### config.mk
export PLATFORM = sky130hd
export DESIGN_NAME = layer_tile_scheduler
export DESIGN_NICKNAME = d
export VERILOG_FILES = /design/src/rtl/layer_tile_scheduler.sv
export SDC_FILE = /design/constraint.sdc
export NUM_CORES = 1
export LEC_CHECK = 0
export BUFFER_PORTS_ARGS = -buffer_cell sky130_fd_sc_hd__buf_2
export CAP_MARGIN = 30
export CORE_MARGIN = 3
export CORE_UTILIZATION = 45
export CTS_BUF_LIST = sky130_fd_sc_hd__clkbuf_4
export CTS_CLUSTER_DIAMETER = 30
export DETAILED_ROUTE_END_ITERATION = 16
export HOLD_SLACK_MARGIN = 0.15
export PLACE_DENSITY = 0.65
export SLEW_MARGIN = 20
export SYNTH_ARGS = -nofsm -noshare
export SYNTH_HDL_FRONTEND = slang
export SYNTH_SLANG_ARGS = --single-unit
### constraint.sdc
create_clock -name clk -period 4.84 [get_ports clk]
set_input_delay 0.726 -clock clk [delete_from_list [all_inputs] [get_ports clk]]
set_output_delay 0.726 -clock clk [all_outputs]
set_load 0.005 [all_outputs]
### src/rtl/layer_tile_scheduler.sv
// Walks one CNN layer as filter-group (outer) x channel-chunk (inner) passes,
// issuing weight-load, compute and write-back commands with registered outputs.
module layer_tile_scheduler #(
    parameter int FILT_PER_PASS = 16,
    parameter int CH_PER_PASS   = 16
) (
    input  logic        clk,
    input  logic        rst_n,
    input  logic        start_layer,
    input  logic [10:0] ifm_channel,
    input  logic [10:0] num_filter,
    input  logic [1:0]  kernel_size,
    output logic        wgt_load_start,
    input  logic        wgt_load_done,
    output logic        compute_start,
    input  logic        compute_done,
    output logic        wb_start,
    input  logic        wb_done,
    output logic [10:0] filter_base,
    output logic [10:0] channel_base,
    output logic [4:0]  filt_valid,
    output logic [4:0]  ch_valid,
    output logic        acc_clear,
    output logic        last_chunk,
    output logic [1:0]  kernel_size_q,
    output logic        busy,
    output logic        done_layer,
    output logic [2:0]  dbg_state
);
    // Command handshake: each *_start is a one-cycle pulse issued on entry to
    // a WAIT state; the matching *_done is honoured only while in that WAIT
    // state and is otherwise dropped, never queued.
    typedef enum logic [2:0] {
        IDLE, LOAD_W, WAIT_W, COMP, WAIT_C, WB, WAIT_WB, FIN
    } state_t;

    localparam logic [11:0] FPP = 12'(FILT_PER_PASS);
    localparam logic [11:0] CPP = 12'(CH_PER_PASS);

    state_t      state, next_state;
    logic [10:0] num_filter_q, ifm_channel_q;
    logic [10:0] num_filter_n, ifm_channel_n, filter_base_n, channel_base_n;
    logic [1:0]  kernel_size_n;
    logic        last_c, last_g;

    logic        wgt_load_start_d, compute_start_d, wb_start_d, acc_clear_d;
    logic        busy_d, done_d, last_chunk_d;
    logic [11:0] fdiff, cdiff;
    logic [4:0]  filt_valid_d, ch_valid_d;

    assign dbg_state = state;
    assign last_c = ({1'b0, channel_base} + CPP) >= {1'b0, ifm_channel_q};
    assign last_g = ({1'b0, filter_base} + FPP) >= {1'b0, num_filter_q};

    always_ff @(posedge clk or negedge rst_n) begin
        if (!rst_n) begin
            state          <= IDLE;
            num_filter_q   <= '0;
            ifm_channel_q  <= '0;
            kernel_size_q  <= '0;
            filter_base    <= '0;
            channel_base   <= '0;
            filt_valid     <= '0;
            ch_valid       <= '0;
            last_chunk     <= 1'b0;
            wgt_load_start <= 1'b0;
            compute_start  <= 1'b0;
            wb_start       <= 1'b0;
            acc_clear      <= 1'b0;
            busy           <= 1'b0;
            done_layer     <= 1'b0;
        end else begin
            state          <= next_state;
            num_filter_q   <= num_filter_n;
            ifm_channel_q  <= ifm_channel_n;
            kernel_size_q  <= kernel_size_n;
            filter_base    <= filter_base_n;
            channel_base   <= channel_base_n;
            wgt_load_start <= wgt_load_start_d;
            compute_start  <= compute_start_d;
            wb_start       <= wb_start_d;
            acc_clear      <= acc_clear_d;
            busy           <= busy_d;
            done_layer     <= done_d;
            // Pass descriptors hold their last value once the layer is over.
            if (next_state != IDLE) begin
                filt_valid <= filt_valid_d;
                ch_valid   <= ch_valid_d;
                last_chunk <= last_chunk_d;
            end
        end
    end

    always_comb begin
        next_state     = state;
        num_filter_n   = num_filter_q;
        ifm_channel_n  = ifm_channel_q;
        kernel_size_n  = kernel_size_q;
        filter_base_n  = filter_base;
        channel_base_n = channel_base;
        case (state)
            IDLE: begin
                if (start_layer) begin
                    num_filter_n   = num_filter;
                    ifm_channel_n  = ifm_channel;
                    kernel_size_n  = kernel_size;
                    filter_base_n  = '0;
                    channel_base_n = '0;
                    next_state = (num_filter == '0 || ifm_channel == '0) ? FIN : LOAD_W;
                end
            end
            LOAD_W: next_state = WAIT_W;
            WAIT_W: if (wgt_load_done) next_state = COMP;
            COMP:   next_state = WAIT_C;
            WAIT_C: begin
                if (compute_done) begin
                    if (last_c) begin
                        next_state = WB;
                    end else begin
                        channel_base_n = channel_base + 11'(CH_PER_PASS);
                        next_state     = LOAD_W;
                    end
                end
            end
            WB:     next_state = WAIT_WB;
            WAIT_WB: begin
                if (wb_done) begin
                    if (last_g) begin
                        next_state = FIN;
                    end else begin
                        filter_base_n  = filter_base + 11'(FILT_PER_PASS);
                        channel_base_n = '0;
                        next_state     = LOAD_W;
                    end
                end
            end
            FIN:     next_state = IDLE;
            default: next_state = IDLE;
        endcase
    end

    // Outputs are decoded from the upcoming state and registered, so each
    // pulse lines up with the cycle its state is occupied.
    always_comb begin
        wgt_load_start_d = (next_state == LOAD_W);
        compute_start_d  = (next_state == COMP);
        acc_clear_d      = (next_state == COMP) && (channel_base_n == '0);
        wb_start_d       = (next_state == WB);
        busy_d           = (next_state != IDLE);
        // Zero-count layers reach FIN straight from IDLE and pulse one cycle later.
        done_d = ((state == WAIT_WB) && (next_state == FIN)) ||
                 ((state == FIN) && !done_layer);
        fdiff = {1'b0, num_filter_n} - {1'b0, filter_base_n};
        cdiff = {1'b0, ifm_channel_n} - {1'b0, channel_base_n};
        filt_valid_d = (fdiff >= FPP) ? FPP[4:0] : fdiff[4:0];
        ch_valid_d   = (cdiff >= CPP) ? CPP[4:0] : cdiff[4:0];
        last_chunk_d = ({1'b0, channel_base_n} + CPP) >= {1'b0, ifm_channel_n};
    end

endmodule

==> results of run 1 <==
## sequential cells by signal, summed over array words and instances (netlist names)
signal          flops
channel_base       11
filter_base        11
ifm_channel_q      11
num_filter_q       11
ch_valid            5
filt_valid          5
dbg_state           3
kernel_size_q       2
acc_clear           1
busy                1
compute_start       1
done_layer          1
last_chunk          1
wb_start            1
wgt_load_start      1
## cells by family after synthesis
kind of cell / share of synthesized area, %
AO/OA/AOI/OAI: 18.7
XOR/XNOR: 4.23
adder cells (fa/ha/maj): 15.7
buffers and inverters: 7.62
flip-flops: 33.2
multiplexers: 2.04
AND/OR/NAND/NOR: 18.6
## cell usage after synthesis (all sizes together), types with 4 or more instances
library cell	instances	share of area (%)
nor2	44	3.3
xor2	8	1.4
nand2	62	4.7
a22oi	5	0.75
a21oi	41	4.1
mux2i	6	1.3
a31oi	7	0.88
a21o	7	1.1
dfrtp	66	33
o22ai	4	0.50
or2	6	0.75
nor3	13	1.3
or3	4	0.50
o21ai	36	3.6
a22o	5	0.88
a211oi	11	1.8
and2	8	1.1
inv	80	6.0
nor2b	8	1.0
nor4	6	0.75
clkbuf	12	0.91
nand3	15	1.5
nand4	6	0.75
ha	59	15
o31ai	5	0.86
xnor2	16	2.8
and3	4	0.50
## worst max-delay path, cell delays in order, from the launching register on
cell and delay [ns]:
dfrtp_1 0.43, nand3_1 0.14, inv_1 0.12, nand3_2 0.12, xnor2_2 0.16, ha_1 0.29, a21oi_1 0.15, nor2b_1 0.08
a211oi_2 0.35, a32oi_2 0.17, or2_4 0.27, buf_4 0.15, nand2_1 0.09, inv_1 0.08, ha_4 0.31, nand2_2 0.07
o31ai_2 0.23, a31oi_2 0.09, and2_4 0.20, mux2_4 0.29, a2111o_1 0.45, nor4b_4 0.41, a22o_1 0.20
## repair_timing
| item | CTS | global route |
|---|---|---|
| resized for setup | 27 | 28 |
| pin swaps | 16 | 17 |
| endpoints found under the setup margin | 7 | 11 |
| buffers inserted | 7 | 5 |
## cell type report
type | count | area [um^2] | area share (%)
multi-input cells | 425 | 3200 | 50.0
clock buffers | 9 | 67.6 | 1.06
flip-flops and latches | 66 | 1650 | 25.8
repair buffers | 145 | 910 | 14.2
clock inverters | 7 | 100 | 1.56
well taps | 136 | 170 | 2.66
inverters | 80 | 300 | 4.69
## per-stage QoR
step / utilization, % / TNS [ns] / power (mW)
floorplan: - / 0 / 2.47
global placement: 55.9 / -0.107 / 3.18
detailed placement: 55.9 / -1.03 / 3.26
CTS: 58.9 / 0 / 3.84
global route: 60.6 / -1.72 / 4.35
finish: 60.6 / -0.168 / 4.01
## routing by layer
layer	vias up	part of all wire, %
li1	2327	-
met1	2296	45
met2	152	47
met3	39	4.8
met4	0	3.6
met5	-	0
## cells in the final DEF (no fill, tap or decap), drive strengths merged, types with 13 or more instances in the layout
| cell | count |
|---|---|
| dfrtp | 66 |
| ha | 59 |
| nor2 | 44 |
| buf | 145 |
| nand2 | 62 |
| xnor2 | 16 |
| a21oi | 41 |
| inv | 82 |
| nor3 | 13 |
| nand3 | 15 |
| o21ai | 36 |
## power by group
part / internal [mW] / switching [mW] / total, mW
clock: 0.213 / 0.250 / 0.463
sequential: 0.700 / 0.0840 / 0.784
combinational: 1.19 / 1.57 / 2.77
## final timing paths
path                                    end  slack, ns  cells past startpoint
setup / recovery                ch_valid[1]      -0.05                     22
max in group asynchronous    filter_base[3]       3.82                      2
hold / removal             ifm_channel_q[5]       0.44                      2
setup reg to reg                ch_valid[1]      -0.05                     22
hold reg to reg               filt_valid[3]       0.49                      2
min in group clk           kernel_size_q[1]       0.44                      3
==> flow_summary.json, run 1 <==
{
  "status": "finished, violations left",
  "violations": "setup timing",
  "row_count": 37,
  "path_class": "flip-flop to flip-flop",
  "yosysSeqAreaShare_pct": 33.2,
  "dpl.cell_count": 840,
  "critPathLaunchType": "flip-flop",
  "grt_pass1_wl_um": 24600,
  "vias_per_cell": 5.55,
  "fp.coreArea_um2": 10600,
  "htreeDepth": 3,
  "hp-class": "input port to async pin",
  "synth_cells": 586,
  "synth_area_per_cell_um2": 8.49,
  "end_kind": "flip-flop",
  "relSlewSlack_pct": 42.0,
  "fin_area_um2": 6400,
  "layout.cells.non_filler": 868,
  "dr_total_vias": 4814,
  "hold_buffers": 0,
  "use_met1_pct": 32.8,
  "num-fill-cells": 957,
  "clk_latency_ns": 0.47,
  "grt_max_degree": 67,
  "port_buffers": 73,
  "start_util_pct": 47.1,
  "path_clk_slew_ns": 0.14,
  "place_ws_ns": -0.219,
  "tightest_slew_ns": 0.870,
  "cts_root_buffer": "clkbuf_4",
  "dpl_cell_area_um2": 5900,
  "die_area_um2": 12300,
  "clock_skew_ns": 0.0263,
  "synth_edf_count": 0,
  "drt-total-wl_um": 15200,
  "clock-sinks": 66,
  "synth_flop_cell": "dfrtp_1",
  "drtIter0Drc": 322,
  "antenna_found_initial": 0,
  "die_w_um": 111,
  "min_period_ns": 4.89,
  "fmax_mhz": 204,
  "async_flop_share_pct": 100,
  "grtUsageMet3_pct": 4.04,
  "grt_pass1_vias": 4843,
  "diodes": 0,
  "crit_fanout": 6,
  "cellPowerDensity_nw_per_um2": 627,
  "route.detailed.drc": 0,
  "fin_crit_sh_pct": 101,
  "arrival_ns": 5.29,
  "dieHeight_um": 111,
  "cts_tree": "done",
  "synth.cell_area_um2": 4970,
  "critPathLaunch": "filter_base[5]",
  "finalNetCount": 818,
  "maxCapViolCount": 0,
  "fin_hold_ws_ns": 0.441,
  "ir_drop_uv": 426,
  "yosys_warnings": 0,
  "worstReg2RegStart": "filter_base[5]",
  "synth.net_count": 677,
  "grt_use_total_pct": 24.8,
  "maxSlewViolCount": 0,
  "grt_overflow": 0,
  "grt.met2_usage_pct": 40.3,
  "cts_buffers": 9,
  "post_drt_wl_per_cell_um": 17.5,
  "setup_viol": 5,
  "ys_ff_latch": 66,
  "drtPass1Iterations": 5,
  "grt_most_used_layer": "met2",
  "cp_data_required_time_ns": 5.24,
  "rsz0062_at_grt": "true",
  "dp_hpwl_um": 11600,
  "cts_max_path_buffers": 2,
  "synth_cell_types": 60,
  "syn2layout_area_growth_pct": 28.7,
  "cellLeakagePower_nw": 3.35,
  "worst_slack_ns": -0.0518,
  "drive_gt1_share_pct": 30.9,
  "hold_viol_final": 0,
  "ios": 74,
  "drtAntennaViolNets": 0,
  "gp_congestion": 0.967
}
(Power assumes the default switching activity.)
==> inputs of run 2 (changes only) <==
--- a/config.mk
+++ b/config.mk
@@ -18,3 +18,4 @@
 export SYNTH_ARGS = -nofsm -noshare
 export SYNTH_HDL_FRONTEND = slang
 export SYNTH_SLANG_ARGS = --single-unit
+export TNS_END_PERCENT = 1
==> run 2 against run 1 <==
Against the previous run:
- the flow still finishes with violations (setup timing)
- worst hold slack improved by 0.017 ns
- sequential share of layout area barely moved
- clock skew fell by 0.0021 ns
- utilization barely moved
- power fell by 0.91%
- critical path type unchanged
- largest cell class unchanged
- largest power group unchanged
==> flow_summary.json, run 2 (same netlist as run 1, synthesis figures left out) <==
{
  "use_met1_pct": 32.9,
  "dr_total_vias": 4794,
  "clock_skew_ns": 0.0242,
  "worst_slack_ns": -0.0523,
  "maxSlewViolCount": 0,
  "drtPass1Iterations": 5,
  "setup_viol": 4,
  "drtAntennaViolNets": 0,
  "final_cell_mix": "inv_1, buf_2, buf_4",
  "path_clk_slew_ns": 0.15,
  "drtIter0Drc": 351,
  "grt_overflow": 0,
  "cts_tree": "done",
  "cellLeakagePower_nw": 3.34,
  "tightest_slew_ns": 0.859,
  "post_drt_wl_per_cell_um": 17.4,
  "crit_fanout": 5,
  "fmax_mhz": 204,
  "grt_use_total_pct": 24.7,
  "ir_drop_uv": 388,
  "cts_max_path_buffers": 2,
  "hold_buffers": 0,
  "relSlewSlack_pct": 42.7,
  "gp_congestion": 0.967,
  "arrival_ns": 5.27,
  "syn2layout_area_growth_pct": 28.6,
  "grt_most_used_layer": "met2",
  "hp-class": "input port to async pin",
  "fin_crit_sh_pct": 101,
  "ios": 74,
  "cellPowerDensity_nw_per_um2": 622,
  "hold_viol_final": 0,
  "start_util_pct": 47.1,
  "dp_hpwl_um": 11600,
  "grtUsageMet3_pct": 3.77,
  "grt.met2_usage_pct": 40.1,
  "status": "finished, violations left",
  "antenna_found_initial": 0,
  "violations": "setup timing",
  "vias_per_cell": 5.53,
  "final_common_cell": "inv_1",
  "total_power_mw": 3.98,
  "drive_gt1_share_pct": 30.6,
  "diodes": 0,
  "min_period_ns": 4.89,
  "drt-total-wl_um": 15100,
  "fin_hold_ws_ns": 0.458,
  "finalNetCount": 817,
  "cts_buffers": 9,
  "maxCapViolCount": 0,
  "clk_latency_ns": 0.45,
  "grt_pass1_wl_um": 24500,
  "grt_max_degree": 67,
  "route.detailed.drc": 0,
  "die_w_um": 111,
  "row_count": 37,
  "critPathLaunchType": "flip-flop",
  "cp_data_required_time_ns": 5.22,
  "path_class": "flip-flop to flip-flop",
  "end_kind": "flip-flop",
  "clock-sinks": 66,
  "fp.coreArea_um2": 10600,
  "rsz0062_at_grt": "true",
  "port_buffers": 73,
  "die_area_um2": 12300,
  "cts_root_buffer": "clkbuf_4",
  "grt_pass1_vias": 4816,
  "dieHeight_um": 111,
  "htreeDepth": 3
}
[run 2: cell count changes in the layout (fill, tap and decap cells not counted), sizes merged]
| cell | before | now |
|---|---|---|
| buf | 145 | 144 |
[run 2: cell type report]
cell class	instances	area, um^2
Clock inverter	7	100
Multi-Input combinational cell	425	3200
Sequential cell	66	1650
Tap cell	136	170
Fill cell	967	4160
Timing Repair Buffer	144	902
Clock buffer	9	67.6
Inverter	80	303
[run 2: what timing repair did]
item	in CTS	in global routing
buffers inserted	6	5
pin swaps	9	22
gates cloned	0	0
setup endpoints to repair	7	11
resized for setup	15	40
[run 2: per-stage QoR]
step | util, % | std cells | area [um^2] | setup WS (ns) | TNS (ns)
6_report | 60.6 | 867 | 6400 | -0.0523 | -0.161
3_5_place_dp | 55.9 | 840 | 5900 | -0.219 | -1.03
2_1_floorplan | - | 586 | 4990 | 0.0112 | 0
5_1_grt | 60.6 | 867 | 6400 | -0.347 | -2.66
3_3_place_gp | 55.9 | 840 | 5900 | -0.0277 | -0.107
4_1_cts | 58.5 | 862 | 6180 | -0.0645 | -0.208
[run 2: path summary, 6_finish.rpt]
check | startpoint | endpoint | slack (ns) | depth (start not counted)
max | filter_base[5] | ch_valid[1] | -0.05 | 24
min | rst_n | channel_base[8] | 0.46 | 2
max reg2reg | filter_base[5] | ch_valid[1] | -0.05 | 24
min reg2reg | filt_valid[3] | filt_valid[3] | 0.49 | 2
max in group asynchronous | rst_n | filter_base[9] | 3.81 | 2
min in group clk | kernel_size[1] | kernel_size_q[1] | 0.46 | 3
[run 2: worst max-delay path: stages (launching register included)]
cell and delay, ns:
dfrtp_1 0.44, ha_2 0.22, nand3_2 0.09, nor2_2 0.13, xnor2_1 0.12, inv_1 0.09
ha_4 0.26, and3_4 0.19, nor3b_4 0.24, nand2_2 0.09, a32oi_2 0.21, or2_4 0.17
nand2_4 0.06, inv_4 0.07, ha_4 0.13, inv_2 0.04, fa_2 0.38, nand2_2 0.12
o31ai_4 0.07, a31oi_4 0.18, and2_4 0.19, mux2_4 0.29, a2111o_1 0.45, nor4b_4 0.40
a22o_1 0.19
[run 2: power breakdown]
part | total, mW | internal [mW] | switching [mW]
Combinational | 2.73 | 1.18 | 1.56
Clock | 0.459 | 0.214 | 0.246
Sequential | 0.784 | 0.700 | 0.0840
[run 2: layer usage]
| metal | wire [um] | up-vias | share of wire (%) |
|---|---|---|---|
| met4 | 471 | 0 | 3.1 |
| met3 | 743 | 37 | 4.9 |
| li1 | - | 2323 | - |
| met2 | 7110 | 155 | 47 |
| met5 | 0 | - | 0 |
| met1 | 6750 | 2279 | 45 |
